File: config.mk
export PLATFORM = sky130hd
export DESIGN_NAME = lfclk_gen
export DESIGN_NICKNAME = d
export VERILOG_FILES = /design/src/rtl/lfclk_gen.sv
export SDC_FILE = /design/constraint.sdc
export NUM_CORES = 1
export LEC_CHECK = 0
export BUFFER_PORTS_ARGS = -buffer_cell sky130_fd_sc_hd__buf_2
export CAP_MARGIN = 30
export CORE_UTILIZATION = 60
export DETAILED_ROUTE_END_ITERATION = 16
export PLACE_DENSITY = 0.78
export SLEW_MARGIN = 20
export SYNTH_ARGS = -nofsm -noshare
export SYNTH_HDL_FRONTEND = slang
export SYNTH_SLANG_ARGS = --single-unit
File: constraint.sdc
create_clock -name clk_8388 -period 16.1 [get_ports clk_8388]
set_input_delay 1.61 -clock clk_8388 [delete_from_list [all_inputs] [get_ports clk_8388]]
set_output_delay 1.61 -clock clk_8388 [all_outputs]
set_load 0.1 [all_outputs]
File: src/rtl/lfclk_gen.sv
// -----------------------------------------------------------------------------
// lfclk_gen -- multi-channel programmable low-frequency clock generator.
//
// Each channel divides clk_8388 by a runtime-loadable ratio and produces a
// registered 50%-ish duty clock (odd ratios give the extra cycle to the high
// phase) plus a one-cycle tick in the cycle the clock rises. Ratio changes
// are staged in a pending register and applied only at a period boundary or
// while idle, so the output never shows a runt phase. All channels are held
// idle while the synchronised MMCM lock is low.
//
// Ports:
//   clk_8388     in   8.388 MHz clock
//   ck_rst       in   asynchronous active-low reset
//   mmcm_locked  in   MMCM lock, asynchronous to clk_8388
//   ch_en        in   [NCH]        per-channel run request (level)
//   div_val      in   [NCH*CNT_W]  requested ratio, channel i at [i*CNT_W +: CNT_W]
//   div_load     in   [NCH]        one-cycle pulse, captures div_val of that channel
//   clk_out      out  [NCH]        divided clock (registered)
//   tick         out  [NCH]        one-cycle pulse when clk_out rises
//   div_busy     out  [NCH]        captured ratio not yet applied
// -----------------------------------------------------------------------------
module lfclk_gen #(
    parameter int NCH     = 2,
    parameter int CNT_W   = 16,
    parameter int DIV_RST = 256
) (
    input  logic                   clk_8388,
    input  logic                   ck_rst,
    input  logic                   mmcm_locked,
    input  logic [NCH-1:0]         ch_en,
    input  logic [NCH*CNT_W-1:0]   div_val,
    input  logic [NCH-1:0]         div_load,
    output logic [NCH-1:0]         clk_out,
    output logic [NCH-1:0]         tick,
    output logic [NCH-1:0]         div_busy
);

    typedef enum logic {
        ST_IDLE = 1'b0,
        ST_RUN  = 1'b1
    } state_t;

    localparam logic [CNT_W-1:0] DIV_RST_V = CNT_W'(DIV_RST);
    localparam logic [CNT_W-1:0] ONE       = CNT_W'(1);
    localparam logic [CNT_W-1:0] TWO       = CNT_W'(2);

    // Ratios below 2 cannot produce a clock; store them as 2.
    function automatic logic [CNT_W-1:0] clamp_div(input logic [CNT_W-1:0] v);
        return (v < TWO) ? TWO : v;
    endfunction

    // Two-flop synchroniser for the asynchronous MMCM lock.
    logic r_lock_m;
    logic r_lock_s;

    always_ff @(posedge clk_8388 or negedge ck_rst) begin
        if (!ck_rst) begin
            r_lock_m <= 1'b0;
            r_lock_s <= 1'b0;
        end else begin
            r_lock_m <= mmcm_locked;
            r_lock_s <= r_lock_m;
        end
    end

    for (genvar g = 0; g < NCH; g++) begin : g_ch
        state_t           r_state, w_state_nx;
        logic [CNT_W-1:0] r_cnt, w_cnt_nx;
        logic [CNT_W-1:0] r_act, w_act_nx;
        logic [CNT_W-1:0] r_pend, w_pend_nx;
        logic             r_busy, w_busy_nx;
        logic             r_clk, w_clk_nx;
        logic             r_tick, w_tick_nx;
        logic             w_apply;
        logic             w_term;
        logic [CNT_W:0]   w_half;

        // Terminal count; div_act is never below 2 so this cannot underflow.
        assign w_term = (r_cnt == (r_act - ONE));

        always_comb begin
            w_state_nx = r_state;
            w_cnt_nx   = r_cnt;
            w_act_nx   = r_act;
            w_pend_nx  = r_pend;
            w_busy_nx  = r_busy;
            w_tick_nx  = 1'b0;
            w_apply    = 1'b0;
            w_clk_nx   = 1'b0;
            w_half     = '0;

            if (!r_lock_s) begin
                w_state_nx = ST_IDLE;
                w_cnt_nx   = '0;
            end else begin
                unique case (r_state)
                    ST_IDLE: begin
                        w_apply = r_busy;
                        if (ch_en[g]) begin
                            w_state_nx = ST_RUN;
                            w_cnt_nx   = '0;
                            w_tick_nx  = 1'b1;
                        end
                    end
                    ST_RUN: begin
                        if (!w_term) begin
                            w_cnt_nx = r_cnt + ONE;
                        end else if (ch_en[g]) begin
                            w_cnt_nx  = '0;
                            w_tick_nx = 1'b1;
                            w_apply   = r_busy;
                        end else begin
                            w_state_nx = ST_IDLE;
                            w_cnt_nx   = '0;
                        end
                    end
                endcase
            end

            // A same-cycle load supersedes the apply: the fresh value stays
            // pending and is taken at the next boundary.
            if (w_apply && !div_load[g]) begin
                w_act_nx  = r_pend;
                w_busy_nx = 1'b0;
            end
            if (div_load[g]) begin
                w_pend_nx = clamp_div(div_val[g*CNT_W +: CNT_W]);
                w_busy_nx = 1'b1;
            end

            // High phase length, one bit wider so a ratio of 2^CNT_W-1 does
            // not wrap.
            w_half   = ({1'b0, w_act_nx} + {{CNT_W{1'b0}}, 1'b1}) >> 1;
            w_clk_nx = (w_state_nx == ST_RUN) && ({1'b0, w_cnt_nx} < w_half);
        end

        always_ff @(posedge clk_8388 or negedge ck_rst) begin
            if (!ck_rst) begin
                r_state <= ST_IDLE;
                r_cnt   <= '0;
                r_act   <= DIV_RST_V;
                r_pend  <= DIV_RST_V;
                r_busy  <= 1'b0;
                r_clk   <= 1'b0;
                r_tick  <= 1'b0;
            end else begin
                r_state <= w_state_nx;
                r_cnt   <= w_cnt_nx;
                r_act   <= w_act_nx;
                r_pend  <= w_pend_nx;
                r_busy  <= w_busy_nx;
                r_clk   <= w_clk_nx;
                r_tick  <= w_tick_nx;
            end
        end

        assign clk_out[g]  = r_clk;
        assign tick[g]     = r_tick;
        assign div_busy[g] = r_busy;
    end

endmodule

**Word level (Yosys, flattened, before mapping)**

Index checks and enable logic that the tools add are counted.

- Word-level logic and storage cells: 76
- Input bits: 39
- Register bits: 106
- Output and inout bits: 6

- Order comparisons: 4
- Multiplexer cells: 38
- Reduce and logical (&&, ||, !) cells: 8
- Bitwise operators: 2
- $add $sub $neg: 6
- Equality and inequality tests: 2

Operators with widths:

| kind | number |
|---|---|
| two-way mux 16 bit | 10 |
| one-hot mux 16 bit (2 select lines) | 2 |
| adder 16 x 1 -> 17 bit, second input constant | 2 |
| adder 16 x 1 -> 16 bit, second input constant | 2 |
| equality test 16 bit | 2 |
| < comparator 16 bit | 2 |
| < comparator 16 x 2 -> 1 bit, second input constant | 2 |
| subtractor 16 x 1 -> 16 bit, second input constant | 2 |
| two-way mux 1 bit | 20 |
| one-hot mux 1 bit (2 select lines) | 6 |
| logical AND 1 bit | 4 |
| nonzero test 2 bit | 2 |
| logical NOT 1 bit | 2 |
| NOT 1 bit | 2 |

**Logic depth before layout (Yosys ltp)**

- Depth after elaboration: 10
- Mapped depth: 27
- Depth with buffers taken out: 25

**Worst setup path after synthesis**

OpenSTA, ideal clock, no wires.

- Path kind: reg2reg
- From: reg g_ch[1].r_act[10]
- To: reg g_ch[1].r_clk
- Period minus slack after synthesis: 5.356 ns
- Required time: 16.018 ns
- Buffers on the path: 2
- Setup slack: 10.744 ns
- Stages on the path, launching flop included: 26
- Setup time: 0.082 ns
- Arrival: 5.274 ns
- Cells stage by stage: dfrtp_1 clkbuf_1 or4_1 or2_1 or4b_1 xnor2_1 nand4_1 o31a_1 nor3_4 buf_2 nand2_1 o21ai_1 ha_1 and4_1 nor2b_1 mux2i_1 xor2_1 ha_1 a21o_1 a21oi_1 nor2b_1 o21ai_0 nand2b_1 a211oi_1 o211ai_1 a31oi_1

- Word-level cells in the longest chain between the ends: 10
- Elaborated cells between the ends (all ways): 16
- Those cells by class: 2 x add/sub; 1 x order compare; 1 x eq/ne; 10 x mux; 2 x reduce/logical

RTL lines:

| element | line | text |
|---|---|---|
| start: declaration | 69 | `logic [CNT_W-1:0] r_act, w_act_nx;` |
| start signal: assignment | 149 | `r_act <= w_act_nx;` |
| subtractor 16 x 1 -> 16 bit | 79 | `assign w_term = (r_cnt == (r_act - ONE));` |
| equality test 16 bit | 79 |  |
| two-way mux 1 bit | 106 | `if (!w_term) begin` |
| one-hot mux 1 bit (2 select lines) | 96 | `unique case (r_state)` |
| two-way mux 1 bit | 92 | `if (!r_lock_s) begin` |
| logical AND 1 bit | 122 | `if (w_apply && !div_load[g]) begin` |
| two-way mux 16 bit | 122 |  |
| via g_ch[1].w_act_nx[0] | 69 |  |
| adder 16 x 1 -> 17 bit | 133 | `w_half = ({1'b0, w_act_nx} + {{CNT_W{1'b0}}, 1'b1}) >> 1;` |
| < comparator 16 bit | 134 | `w_clk_nx = (w_state_nx == ST_RUN) && ({1'b0, w_cnt_nx} < w_half);` |
| logical AND 1 bit | 134 |  |
| via g_ch[1].w_clk_nx | 72 | `logic r_clk, w_clk_nx;` |
| end signal: assignment | 152 | `r_clk <= w_clk_nx;` |
| end: declaration | 72 |  |

The timed path passes the listed nets, and every way through them passes these cells.
A chain may end at the register's enable or synchronous reset.

**Worst setup path after layout**

- From: reg g_ch[0].r_act[0]
- To: reg g_ch[0].r_clk

- Word-level cells in the longest chain between the ends: 10
- Elaborated cells between the ends (all ways): 16
- Those cells by class: 2 x add/sub; 1 x order compare; 1 x eq/ne; 10 x mux; 2 x reduce/logical

RTL lines:

| element | line |
|---|---|
| start: declaration | 69 |
| start signal: assignment | 149 |
| subtractor 16 x 1 -> 16 bit | 79 |
| equality test 16 bit | 79 |
| two-way mux 1 bit | 106 |
| one-hot mux 1 bit (2 select lines) | 96 |
| two-way mux 1 bit | 92 |
| logical AND 1 bit | 122 |
| two-way mux 16 bit | 122 |
| via g_ch[0].w_act_nx[1] | 69 |
| adder 16 x 1 -> 17 bit | 133 |
| < comparator 16 bit | 134 |
| logical AND 1 bit | 134 |
| via g_ch[0].w_clk_nx | 72 |
| end signal: assignment | 152 |
| end: declaration | 72 |

The timed path passes the listed nets, and every way through them passes these cells.

==> impl_metrics.toml <==
[logic_synthesis]
synthMuxAreaShare = 0.131
synth_edf_count = 0
synthAdderAreaFrac = 0.0605
synth_cells = 789
synth_area_leaders = "dfrtp_1 34%, mux2_2 7.4%, ha_1 6.0%"
yosysSeqAreaShare = 0.357
synth_compound_area_frac = 0.121
synth_flop_cell = "dfrtp_1"
synth-xor-area-share = 0.0764
synth.net_count = 864
synthSimpleGateAreaFrac = 0.216
async_flop_share = 1.00
syn-cell-area_um2 = 7450
synth_top_family_by_area = "simple AND/OR/NAND/NOR gates"
yosysUniqueCellTypes = 62
netlist.area_leader.share = 0.343
synth_top_area_cell = "dfrtp_1"
ys_ff_latch = 106
syn_avg_cell_area_um2 = 9.44
yosys_warnings = 0

[outcome]
status = "finished, final reports clean"

[critical_path]
worstPathMaxFanout = 38
timing.rr.start = "g_ch[0].r_act[0]$_DFF_PN0_"
worstSetupEndpoint = "g_ch[0].r_clk$_DFF_PN0_"
crit_chain = "inv_1 > ha_1 > or4b_1 > a2111oi_0 > a41oi_1 > a2111oi_0 > o2111ai_1 > o21ai_1 > and4b_1 > buf_4 > nand2_1 > o21ai_0 > ha_1 > nand3_1 > mux2i_1 > o22ai_1 > ha_1 > a21o_1 > a21o_1 > a21oi_1 > nand2_1 > a31oi_1 > a2111oi_0 > a21oi_1"
rrSetupSlack_ns = 9.64
worstReg2RegEnd = "g_ch[0].r_clk$_DFF_PN0_"
cp_slowest_stage_delay_ns = 0.55
endpoint_kind = "flip-flop"
worstSetupStartpoint = "g_ch[0].r_act[0]$_DFF_PN0_"
crit_type = "reg2reg"
crit_slowest_cell = "o2111ai_1"
cp-start-kind = "flip-flop"
critical_path_arrival_ns = 6.75
required_ns = 16.39
r2r_cells = 24

[detailed_routing]
avgRoutedWirePerCell_um = 18.6
drc = 0
dr.first_iter.drc_count = 422
first_pass_iters = 5
num_vias = 6211
via_per_inst = 6.37
ant_nets = 0
routed_wirelength_um = 18100

[grt]
grt_max_degree = 54
grt_pass1_wl_um = 29800
grt_remaining_overflow = 0
antenna_found_initial = 0
grt_pass1_vias = 5885
grtUsageTotal = 0.295

[placement]
port_buffers = 44
dp_cells = 959
dp_hpwl_um = 13500
post_dp_cell_area_um2 = 7730
place_congestion = 0.962

[sta]
max_slew_margin = 0.360
fin_skew_ns = 0.0106
holdWs_ns = 0.352
min_period_ns = 6.46
rsz0062_at_grt = "no"
hold_viol_final = 0
setup_tns_ns = 0
slew_violations = 0
setup_viol = 0
tightest_slew_ns = 0.959
fin_crit_sh = 0.402
fmax_mhz = 155

[die]
core_um2 = 12100
initial_core_util = 0.618
rows = 40
ioPinCount = 45
die_h_um = 113
chipWidth_um = 113
die-area_um2 = 12900

[finish]
stdcell_area_um2 = 8030
area_delta_synth_final_pct = 7.79
drive_above_1_share = 0.152
nets = 877
fin_cells = 975
n_antenna_cell = 0
final_util = 0.666

[clocking]
clk_pin_slew_ns = 0.08
worst_skew_pair.late_latency_ns = 0.36
clock_path_buffers = 2
cts_setup_buffers = 0
htree_levels = 3
cts_sinks = 106
root_buffer = "clkbuf_16"
cts_tree = "done"
hold_buffers = 0
cts_buffers = 9
postCtsResizedCells = 0

[hold_path]
hold_path.class = "reg2reg"

[job]
maxCapViolations = 0

[pwr]
powerDensity_nw_per_um2 = 104
irDropWorstVdd_mv = 0.108
leakage_nw = 3.37
-- registers in the layout, summed over array words and instances (netlist names) --
register / flops
g_ch.r_act: 32
g_ch.r_clk: 2
g_ch.r_pend: 32
g_ch.r_state: 2
g_ch.r_busy: 2
g_ch.r_cnt: 32
g_ch.r_tick: 2
r_lock_s: 1
r_lock_m: 1
-- cell type report --
cell class                      instances  area [um2]
Clock buffer                           10         239
Clock inverter                          6        65.1
Fill cell                             952        4030
Inverter                               18        67.6
Multi-Input combinational cell        617        4500
Sequential cell                       106        2660
Tap cell                              168         210
Timing Repair Buffer                   50         288
-- worst min-delay path by stage --
stage / startpoint / to / slack, ns / depth (start not counted)
after floorplan: r_lock_m$_DFF_PN0_ / r_lock_s$_DFF_PN0_ / 0.33 / 0
after global placement: r_lock_m$_DFF_PN0_ / r_lock_s$_DFF_PN0_ / 0.33 / 0
after detailed placement: r_lock_m$_DFF_PN0_ / r_lock_s$_DFF_PN0_ / 0.34 / 0
after CTS: r_lock_m$_DFF_PN0_ / r_lock_s$_DFF_PN0_ / 0.36 / 0
after global routing: r_lock_m$_DFF_PN0_ / r_lock_s$_DFF_PN0_ / 0.39 / 0
final: r_lock_m$_DFF_PN0_ / r_lock_s$_DFF_PN0_ / 0.35 / 0
-- layout by cell type (no fill, tap or decap), types with 24 or more instances in the layout --
master / n
buf_2: 43
dfrtp_1: 102
o21ai_0: 36
mux2i_1: 33
xnor2_1: 48
ha_1: 36
and3_1: 33
nor2_1: 39
mux2_2: 49
a21oi_1: 24
nand2_1: 45
nand3_1: 41
-- metrics by stage --
step / power [mW] / setup WS (ns)
after floorplan: 0.535 / 10.74
after global placement: 0.592 / 10.08
after detailed placement: 0.604 / 9.76
after CTS: 0.832 / 9.74
after global routing: 0.875 / 9.05
final: 0.835 / 9.64
-- cell usage after synthesis (all sizes together) (7+ instances only) --
cell,n
inv,18
nand2,45
nor3b,13
nand4,14
nand4b,11
nand3,41
clkbuf,31
ha,36
dfrtp,102
o21ai,42
mux2,57
nor2,39
a21o,14
a21oi,24
nor2b,16
a21boi,18
xnor2,48
mux2i,33
nor3,18
nor4,10
or3,9
and2,7
buf,17
xor2,17
and3,33
-- logic make-up (layout without fill, tap and decap cells) --
kind of cell / Yosys count / after routing
simple gates: 286 / 286
compound gates: 140 / 140
flops: 106 / 106
mux: 90 / 90
buf+inv: 66 / 84
xor+xnor: 65 / 65
fa+ha+maj: 36 / 36
-- where the power goes --
| group | internal [mW] | switching, mW |
|---|---|---|
| Combinational | 0.110 | 0.135 |
| Sequential | 0.301 | 0.0621 |
| Clock | 0.115 | 0.112 |
-- critical path: cells and delay by family (launching register included) --
kind	cells	cell delay, ns
flip-flops	1	0.46
AND/OR/NAND/NOR	5	1.09
buffers and inverters	2	0.54
adder cells (fa/ha/maj)	3	1.11
multiplexers	1	0.15
AO/OA/AOI/OAI	13	3.01
-- metal layers --
metal / up-vias / routed length, um / GRT usage / share of wire
li1: 2910 / - / - / -
met1: 3030 / 8570 / 0.445 / 0.47
met2: 251 / 7870 / 0.437 / 0.43
met3: 20 / 1530 / 0.0728 / 0.085
met4: 0 / 159 / 0.0465 / 0.0088
met5: - / 0 / 0 / 0
No activity file was read; power rests on OpenSTA's default activity.
